<file path="src/rtl/instruction_decode.sv">
// ID stage of the 5-stage MIPS pipeline: register-file read addressing,
// instruction decode, load-use hazard detection and the ID/EX register.
module instruction_decode #(
  parameter int NB_DATA  = 32,
  parameter int NB_REG   = 5,
  parameter int NB_INSTR = 32,
  parameter int NB_PC    = 32,
  parameter int NB_ALUOP = 4
) (
  input  logic                clock_i,
  input  logic                reset_i,
  input  logic                enable_i,
  input  logic                valid_i,
  input  logic [NB_INSTR-1:0] instruction_i,
  input  logic [NB_PC-1:0]    pc_plus4_i,
  input  logic                flush_i,
  output logic [NB_REG-1:0]   addr_ra_o,
  output logic [NB_REG-1:0]   addr_rb_o,
  output logic                stall_o,
  output logic                valid_o,
  output logic [NB_REG-1:0]   rs_o,
  output logic [NB_REG-1:0]   rt_o,
  output logic [NB_REG-1:0]   rd_o,
  output logic [NB_DATA-1:0]  imm_ext_o,
  output logic [4:0]          shamt_o,
  output logic [NB_ALUOP-1:0] alu_op_o,
  output logic                alu_src_o,
  output logic                reg_write_o,
  output logic                mem_read_o,
  output logic                mem_write_o,
  output logic                mem_to_reg_o,
  output logic                branch_eq_o,
  output logic                branch_ne_o,
  output logic                jump_o,
  output logic                jump_reg_o,
  output logic                link_o,
  output logic [NB_PC-1:0]    branch_target_o,
  output logic [NB_PC-1:0]    jump_target_o,
  output logic [NB_PC-1:0]    pc_plus4_o,
  output logic                illegal_o
);

  typedef enum logic [5:0] {
    OP_RTYPE = 6'h00, OP_J    = 6'h02, OP_JAL  = 6'h03, OP_BEQ  = 6'h04,
    OP_BNE   = 6'h05, OP_ADDI = 6'h08, OP_SLTI = 6'h0A, OP_ANDI = 6'h0C,
    OP_ORI   = 6'h0D, OP_XORI = 6'h0E, OP_LUI  = 6'h0F, OP_LW   = 6'h23,
    OP_SW    = 6'h2B
  } opcode_e;

  typedef enum logic [5:0] {
    FN_SLL = 6'h00, FN_SRL = 6'h02, FN_SRA = 6'h03, FN_JR  = 6'h08,
    FN_ADD = 6'h20, FN_SUB = 6'h22, FN_AND = 6'h24, FN_OR  = 6'h25,
    FN_XOR = 6'h26, FN_NOR = 6'h27, FN_SLT = 6'h2A
  } funct_e;

  typedef enum logic [NB_ALUOP-1:0] {
    ALU_ADD = NB_ALUOP'(0), ALU_SUB = NB_ALUOP'(1), ALU_AND = NB_ALUOP'(2),
    ALU_OR  = NB_ALUOP'(3), ALU_XOR = NB_ALUOP'(4), ALU_NOR = NB_ALUOP'(5),
    ALU_SLT = NB_ALUOP'(6), ALU_SLL = NB_ALUOP'(7), ALU_SRL = NB_ALUOP'(8),
    ALU_SRA = NB_ALUOP'(9)
  } alu_e;

  typedef struct packed {
    logic                valid;
    logic [NB_REG-1:0]   rs;
    logic [NB_REG-1:0]   rt;
    logic [NB_REG-1:0]   rd;
    logic [NB_DATA-1:0]  imm;
    logic [4:0]          shamt;
    logic [NB_ALUOP-1:0] alu_op;
    logic                alu_src;
    logic                reg_write;
    logic                mem_read;
    logic                mem_write;
    logic                mem_to_reg;
    logic                branch_eq;
    logic                branch_ne;
    logic                jump;
    logic                jump_reg;
    logic                link;
    logic [NB_PC-1:0]    branch_target;
    logic [NB_PC-1:0]    jump_target;
    logic [NB_PC-1:0]    pc_plus4;
    logic                illegal;
  } idex_t;

  idex_t               r_ex;
  idex_t               w_dec;
  logic                w_legal;
  logic                w_wr;
  logic [5:0]          w_op;
  logic [5:0]          w_funct;
  logic [NB_REG-1:0]   w_rs;
  logic [NB_REG-1:0]   w_rt;
  logic [NB_DATA-1:0]  w_sext;
  logic [NB_DATA-1:0]  w_zext;
  logic [NB_PC-1:0]    w_boff;
  logic [NB_PC-1:0]    w_btgt;
  logic [NB_PC-1:0]    w_jtgt;
  logic                w_reads_rt;
  logic                w_load_use;
  logic                w_accept;

  assign w_op    = instruction_i[31:26];
  assign w_funct = instruction_i[5:0];
  assign w_rs    = instruction_i[25:21];
  assign w_rt    = instruction_i[20:16];
  assign w_sext  = {{(NB_DATA-16){instruction_i[15]}}, instruction_i[15:0]};
  assign w_zext  = {{(NB_DATA-16){1'b0}}, instruction_i[15:0]};
  assign w_boff  = {{(NB_PC-18){instruction_i[15]}}, instruction_i[15:0], 2'b00};
  assign w_btgt  = pc_plus4_i + w_boff;
  assign w_jtgt  = {pc_plus4_i[NB_PC-1 -: 4], instruction_i[25:0], 2'b00};

  assign addr_ra_o = w_rs;
  assign addr_rb_o = w_rt;

  // Load in EX whose destination feeds the instruction currently in ID
  assign w_reads_rt = (w_op == OP_RTYPE) || (w_op == OP_BEQ) ||
                      (w_op == OP_BNE)   || (w_op == OP_SW);
  assign w_load_use = r_ex.valid && r_ex.mem_read && (r_ex.rt != '0) && valid_i &&
                      ((r_ex.rt == w_rs) || ((r_ex.rt == w_rt) && w_reads_rt));
  assign stall_o    = w_load_use && !flush_i && enable_i;
  assign w_accept   = !flush_i && !w_load_use && valid_i;

  // Decode the IF/ID instruction into the next ID/EX contents
  always_comb begin
    w_dec          = '0;
    w_legal        = 1'b1;
    w_wr           = 1'b0;
    w_dec.valid    = 1'b1;
    w_dec.rs       = w_rs;
    w_dec.rt       = w_rt;
    w_dec.pc_plus4 = pc_plus4_i;
    case (w_op)
      OP_RTYPE: begin
        w_dec.rd    = instruction_i[15:11];
        w_dec.shamt = instruction_i[10:6];
        w_wr        = 1'b1;
        case (w_funct)
          FN_ADD:  w_dec.alu_op = ALU_ADD;
          FN_SUB:  w_dec.alu_op = ALU_SUB;
          FN_AND:  w_dec.alu_op = ALU_AND;
          FN_OR:   w_dec.alu_op = ALU_OR;
          FN_XOR:  w_dec.alu_op = ALU_XOR;
          FN_NOR:  w_dec.alu_op = ALU_NOR;
          FN_SLT:  w_dec.alu_op = ALU_SLT;
          FN_SLL:  w_dec.alu_op = ALU_SLL;
          FN_SRL:  w_dec.alu_op = ALU_SRL;
          FN_SRA:  w_dec.alu_op = ALU_SRA;
          FN_JR: begin
            w_dec.jump_reg = 1'b1;
            w_dec.rd       = '0;
            w_wr           = 1'b0;
          end
          default: w_legal = 1'b0;
        endcase
      end
      OP_ADDI, OP_SLTI: begin
        w_dec.imm     = w_sext;
        w_dec.alu_src = 1'b1;
        w_dec.rd      = w_rt;
        w_wr          = 1'b1;
        w_dec.alu_op  = (w_op == OP_SLTI) ? ALU_SLT : ALU_ADD;
      end
      OP_ANDI, OP_ORI, OP_XORI: begin
        w_dec.imm     = w_zext;
        w_dec.alu_src = 1'b1;
        w_dec.rd      = w_rt;
        w_wr          = 1'b1;
        w_dec.alu_op  = (w_op == OP_ANDI) ? ALU_AND :
                        (w_op == OP_ORI)  ? ALU_OR  : ALU_XOR;
      end
      OP_LUI: begin
        w_dec.imm     = {instruction_i[15:0], {(NB_DATA-16){1'b0}}};
        w_dec.alu_src = 1'b1;
        w_dec.rd      = w_rt;
        w_wr          = 1'b1;
      end
      OP_LW: begin
        w_dec.imm        = w_sext;
        w_dec.alu_src    = 1'b1;
        w_dec.mem_read   = 1'b1;
        w_dec.mem_to_reg = 1'b1;
        w_dec.rd         = w_rt;
        w_wr             = 1'b1;
      end
      OP_SW: begin
        w_dec.imm       = w_sext;
        w_dec.alu_src   = 1'b1;
        w_dec.mem_write = 1'b1;
      end
      OP_BEQ, OP_BNE: begin
        w_dec.imm           = w_sext;
        w_dec.alu_op        = ALU_SUB;
        w_dec.branch_eq     = (w_op == OP_BEQ);
        w_dec.branch_ne     = (w_op == OP_BNE);
        w_dec.branch_target = w_btgt;
      end
      OP_J: begin
        w_dec.jump        = 1'b1;
        w_dec.jump_target = w_jtgt;
      end
      OP_JAL: begin
        w_dec.jump        = 1'b1;
        w_dec.link        = 1'b1;
        w_dec.rd          = '1;
        w_wr              = 1'b1;
        w_dec.jump_target = w_jtgt;
      end
      default: w_legal = 1'b0;
    endcase
    w_dec.reg_write = w_wr && (w_dec.rd != '0);
    if (!w_legal) begin
      w_dec         = '0;
      w_dec.valid   = 1'b1;
      w_dec.illegal = 1'b1;
    end
  end

  // ID/EX register; reset and all bubble causes share the clear path,
  // and a disabled pipeline skips the update entirely to hold.
  always_ff @(posedge clock_i) begin
    if (reset_i || enable_i) begin
      r_ex <= (!reset_i && w_accept) ? w_dec : '0;
    end
  end

  assign valid_o         = r_ex.valid;
  assign rs_o            = r_ex.rs;
  assign rt_o            = r_ex.rt;
  assign rd_o            = r_ex.rd;
  assign imm_ext_o       = r_ex.imm;
  assign shamt_o         = r_ex.shamt;
  assign alu_op_o        = r_ex.alu_op;
  assign alu_src_o       = r_ex.alu_src;
  assign reg_write_o     = r_ex.reg_write;
  assign mem_read_o      = r_ex.mem_read;
  assign mem_write_o     = r_ex.mem_write;
  assign mem_to_reg_o    = r_ex.mem_to_reg;
  assign branch_eq_o     = r_ex.branch_eq;
  assign branch_ne_o     = r_ex.branch_ne;
  assign jump_o          = r_ex.jump;
  assign jump_reg_o      = r_ex.jump_reg;
  assign link_o          = r_ex.link;
  assign branch_target_o = r_ex.branch_target;
  assign jump_target_o   = r_ex.jump_target;
  assign pc_plus4_o      = r_ex.pc_plus4;
  assign illegal_o       = r_ex.illegal;

endmodule
</file>
<file path="config.mk">
export PLATFORM = sky130hd
export DESIGN_NAME = instruction_decode
export DESIGN_NICKNAME = d
export VERILOG_FILES = /design/src/rtl/instruction_decode.sv
export SDC_FILE = /design/constraint.sdc
export NUM_CORES = 1
export LEC_CHECK = 0
export ABC_CLOCK_PERIOD_IN_PS = 5700
export CAP_MARGIN = 20
export CELL_PAD_IN_SITES_DETAIL_PLACEMENT = 1
export CELL_PAD_IN_SITES_GLOBAL_PLACEMENT = 1
export CORE_UTILIZATION = 40
export DETAILED_ROUTE_END_ITERATION = 16
export PLACE_DENSITY_LB_ADDON = 0.1
export SYNTH_ARGS = -nofsm -noshare
export SYNTH_HDL_FRONTEND = slang
export SYNTH_SLANG_ARGS = --single-unit
</file>
<file path="constraint.sdc">
create_clock -name clock_i -period 5.7 [get_ports clock_i]
set_input_delay 0.855 -clock clock_i [delete_from_list [all_inputs] [get_ports clock_i]]
set_output_delay 0.855 -clock clock_i [all_outputs]
set_load 0.01 [all_outputs]
</file>
==> run_results.csv <==
group,metric,value,unit
sta,maxSlewHeadroom,38.5,%
sta,setup_violations,0,
sta,max_freq,243,MHz
worst_setup_path,path_common_cell,"clkdlybuf4s50_1",
layout,final_nets,1039,
placement,globalplace.congestion,0.899,
die,die_w,146,µm
sta,holdWs,1.15,ns
yosys,yosys.area_share.simple,18.4,%
grt,grt_pass1_vias,6972,
cts,ctsResizeCount,0,
drt,avgViaCountPerCell,5.42,
yosys,synth_adder_area_share,4.60,%
worst_setup_path,r2r_end,"alu_op_o[3]",
worst_setup_path,slowest_delay,0.68,ns
worst_setup_path,critPathSlowestCell,"clkdlybuf4s50_1",
power_and_ir_drop,comb_power_share,17.5,%
worst_setup_path,arrival,3.25,ns
yosys,synth_mux_area_share,0.135,%
worst_setup_path,crit_fanout,15,
sta,hold_viol,0,
worst_setup_path,critical_path_buf_inv_count,2,
yosys,yosysWarnings,0,
grt,grt_max_degree,65,
power_and_ir_drop,irDropWorstVdd,0.202,mV
yosys,netlist_instances,728,
grt,gr-total-overflow,0,
power_and_ir_drop,fin_total_pwr,3.04,mW
cts,clock_sinks,161,
power_and_ir_drop,p_per_area,267,nW/µm²
power_and_ir_drop,intPower,2.25,mW
yosys,synth_area,8330,µm²
sta,period_minus_slack,4.11,ns
sta,slew_viol_final,0,
cts,post_cts_buffers,0,
cts,hold_buffers,0,
yosys,synth_ff_type,"edfxtp_1",
grt,grt_pass1_wl,40600,µm
placement,numPortBuffers,241,
drt,vias,6619,
flow_run,max-cap-violations,0,
worst_setup_path,reg2reg_from,"rt_o[1]",
cts,clk_pin_slew_worst_paths,0.06,ns
layout,area_growth,37.1,%
grt,track_usage,25.0,%
drt,firstDrtPassIters,5,
worst_setup_path,path_class,"input pin to output pin",
die,die_h,146,µm
die,fp-row-count,52,
min_path,holdCritStartpoint,"pc_plus4_i[27]",
layout,utilization,56.2,%
placement,hpwl,19200,µm
sta,rsz0062_at_grt,"false",
layout,drive_gt1_share,5.57,%
drt,routedWlPerCell,21.5,µm
sta,timing.setup.tns,0,ns
min_path,min_path_type,"input pin to register",
yosys,synth_area_per_cell,11.4,µm²
min_path,holdPathStages,2,
yosys,synthArstFlopShare,0,%
die,initial_core_util,41.0,%
worst_setup_path,crit_chain,"clkdlybuf4s50_1 -> nor2b_1 -> o32ai_1 -> nand4_1 -> a21oi_1 -> clkdlybuf4s50_1",
outcome,status,"completed",
power_and_ir_drop,p_sw,0.787,mW
drt,detail-route-antenna-nets,0,
cts,cts-root-buf,"clkbuf_16",
cts,clk_latency,0.43,ns
power_and_ir_drop,netSwitchingFraction,25.9,%
cts,clk_path_buf_depth,2,
cts,htree_num_levels,4,
layout,num_antenna_cells,0,
grt,antenna_found_initial,0,
drt,dr.first_iter.drc_count,356,
yosys,synth_cell_types,71,
drt,drc,0,
worst_setup_path,endpoint_kind,"output pin",
power_and_ir_drop,leakage,4.35,nW
cts,cts_tree,"done",
worst_setup_path,cp.required,4.85,ns
min_path,min_to,"pc_plus4_o[27]",
sta,clock_skew,0.00811,ns
sta,finalWorstSetupSlack,1.59,ns
die,core,20300,µm²
placement,pre_cts_ws,1.26,ns
power_and_ir_drop,p_seq_share,45.7,%
sta,tightest_slew,0.922,ns
worst_setup_path,start_kind,"input pin",
worst_setup_path,regToRegSetupSlack,2.50,ns
die,ioPinCount,244,
yosys,synth_top_family_by_area,"simple AND/OR/NAND/NOR gates",
worst_setup_path,rr_worst_depth,8,
drt,routed_wl,26200,µm
die,dieArea,21400,µm²
yosys,ys_seq_area_share,58.1,%
sta,fin_crit_sh,72.1,%
yosys,synth_seq_cells,161,
cts,cts_buffers,17,
yosys,synth_edf_count,161,
yosys,synth_xor_area_share,3.47,%
power_and_ir_drop,pwr-share-clk,36.9,%
worst_setup_path,path_delay_family,"buffers and inverters",
yosys,synth_compound_area_share,11.1,%
-- area by class of cell --
cell class / instances / area (µm²)
Clock buffer: 19 / 433
Sequential cell: 161 / 4830
Multi-Input combinational cell: 499 / 3160
Fill cell: 2172 / 8880
Inverter: 14 / 52.6
Clock inverter: 12 / 133
Tap cell: 270 / 338
Timing Repair Buffer: 247 / 2460
-- worst max-delay path by stage --
stage / from / to / depth (start not counted)
finish: instruction_i[26] / stall_o / 6
global route: instruction_i[26] / alu_op_o[3] / 9
CTS: instruction_i[26] / stall_o / 6
detailed placement: instruction_i[26] / alu_op_o[3] / 9
global placement: instruction_i[26] / alu_op_o[3] / 9
floorplan: enable_i / alu_op_o[0] / 1
-- metal layers --
layer  wire, µm  share of wire [%]  vias up  global-route usage, %
li1           -                  -     3095                      -
met1      11300                 43     3316                   32.5
met2      13400                 51      182                   43.3
met3       1020                3.9       26                   3.44
met4        429                1.6        0                   7.24
met5          0                  0        -                      0
-- power groups by stage --
stage | logic [mW] | clock network, mW | registers (mW)
floorplan | 0.226 | 0 | 1.45
global placement | 0.522 | 0 | 1.41
detailed placement | 0.528 | 0 | 1.41
CTS | 0.533 | 1.14 | 1.39
global route | 0.570 | 1.17 | 1.40
finish | 0.531 | 1.12 | 1.39
-- per-stage QoR --
stage	instances	area, µm²
after floorplan	729	8330
after global placement	1190	10800
after detailed placement	1190	10800
after CTS	1221	11400
after global routing	1222	11400
final	1222	11400
-- Yosys cell counts (6+ instances only) --
cell type	n	area, µm²
a21oi_1	61	305
nand3_1	15	75.1
nand4_1	10	62.6
nor3_1	14	70.1
and2_1	49	307
a31oi_1	8	50.1
nand2_1	51	191
o21ai_0	22	110
edfxtp_1	161	4830
buf_2	8	40.0
clkbuf_1	29	109
nor2_1	64	240
a21o_1	11	82.6
xnor2_1	18	158
ha_1	29	363
a221oi_1	6	52.6
and3_1	48	300
buf_4	15	113
xor2_1	15	131
inv_1	13	48.8
-- sequential cells by signal, indices dropped and copies added (netlist names) --
name	cells
branch_target_o	32
imm_ext_o	32
pc_plus4_o	32
jump_target_o	30
rd_o	5
rs_o	5
rt_o	5
shamt_o	5
alu_op_o	4
alu_src_o	1
branch_eq_o	1
branch_ne_o	1
illegal_o	1
jump_o	1
jump_reg_o	1
link_o	1
mem_to_reg_o	1
mem_write_o	1
reg_write_o	1
valid_o	1
-- layout by cell type (no fill, tap or decap), types with 10 or more instances in the layout --
cell / instances
o21ai_0: 22
nand3_1: 15
clkdlybuf4s50_1: 241
and3_1: 48
nor3_1: 14
and2_1: 49
a21oi_1: 61
clkbuf_16: 17
ha_1: 29
nand2_1: 51
edfxtp_1: 161
nor2_1: 63
nand4_1: 10
a21o_1: 11
inv_1: 13
xor2_1: 15
xnor2_1: 18
-- logic make-up (layout without fill, tap and decap cells) --
kind of cell / after synthesis / after routing
mux: 1 / 1
other cells: 1 / 2
flops: 161 / 161
compound gates: 146 / 146
simple gates: 287 / 287
xor+xnor: 33 / 33
fa+ha+maj: 30 / 30
buf+inv: 69 / 292
-- worst reg2reg max path: stages (launching register included) --
cell and delay (ns):
edfxtp_1 0.50, nor3_1 0.25, a21oi_1 0.13, nand4_1 0.15, nand3_2 0.21, inv_2 0.63, nand2_4 0.43, nor2_1 0.55
and3_1 0.24
Power figures use the tool's default switching activity.
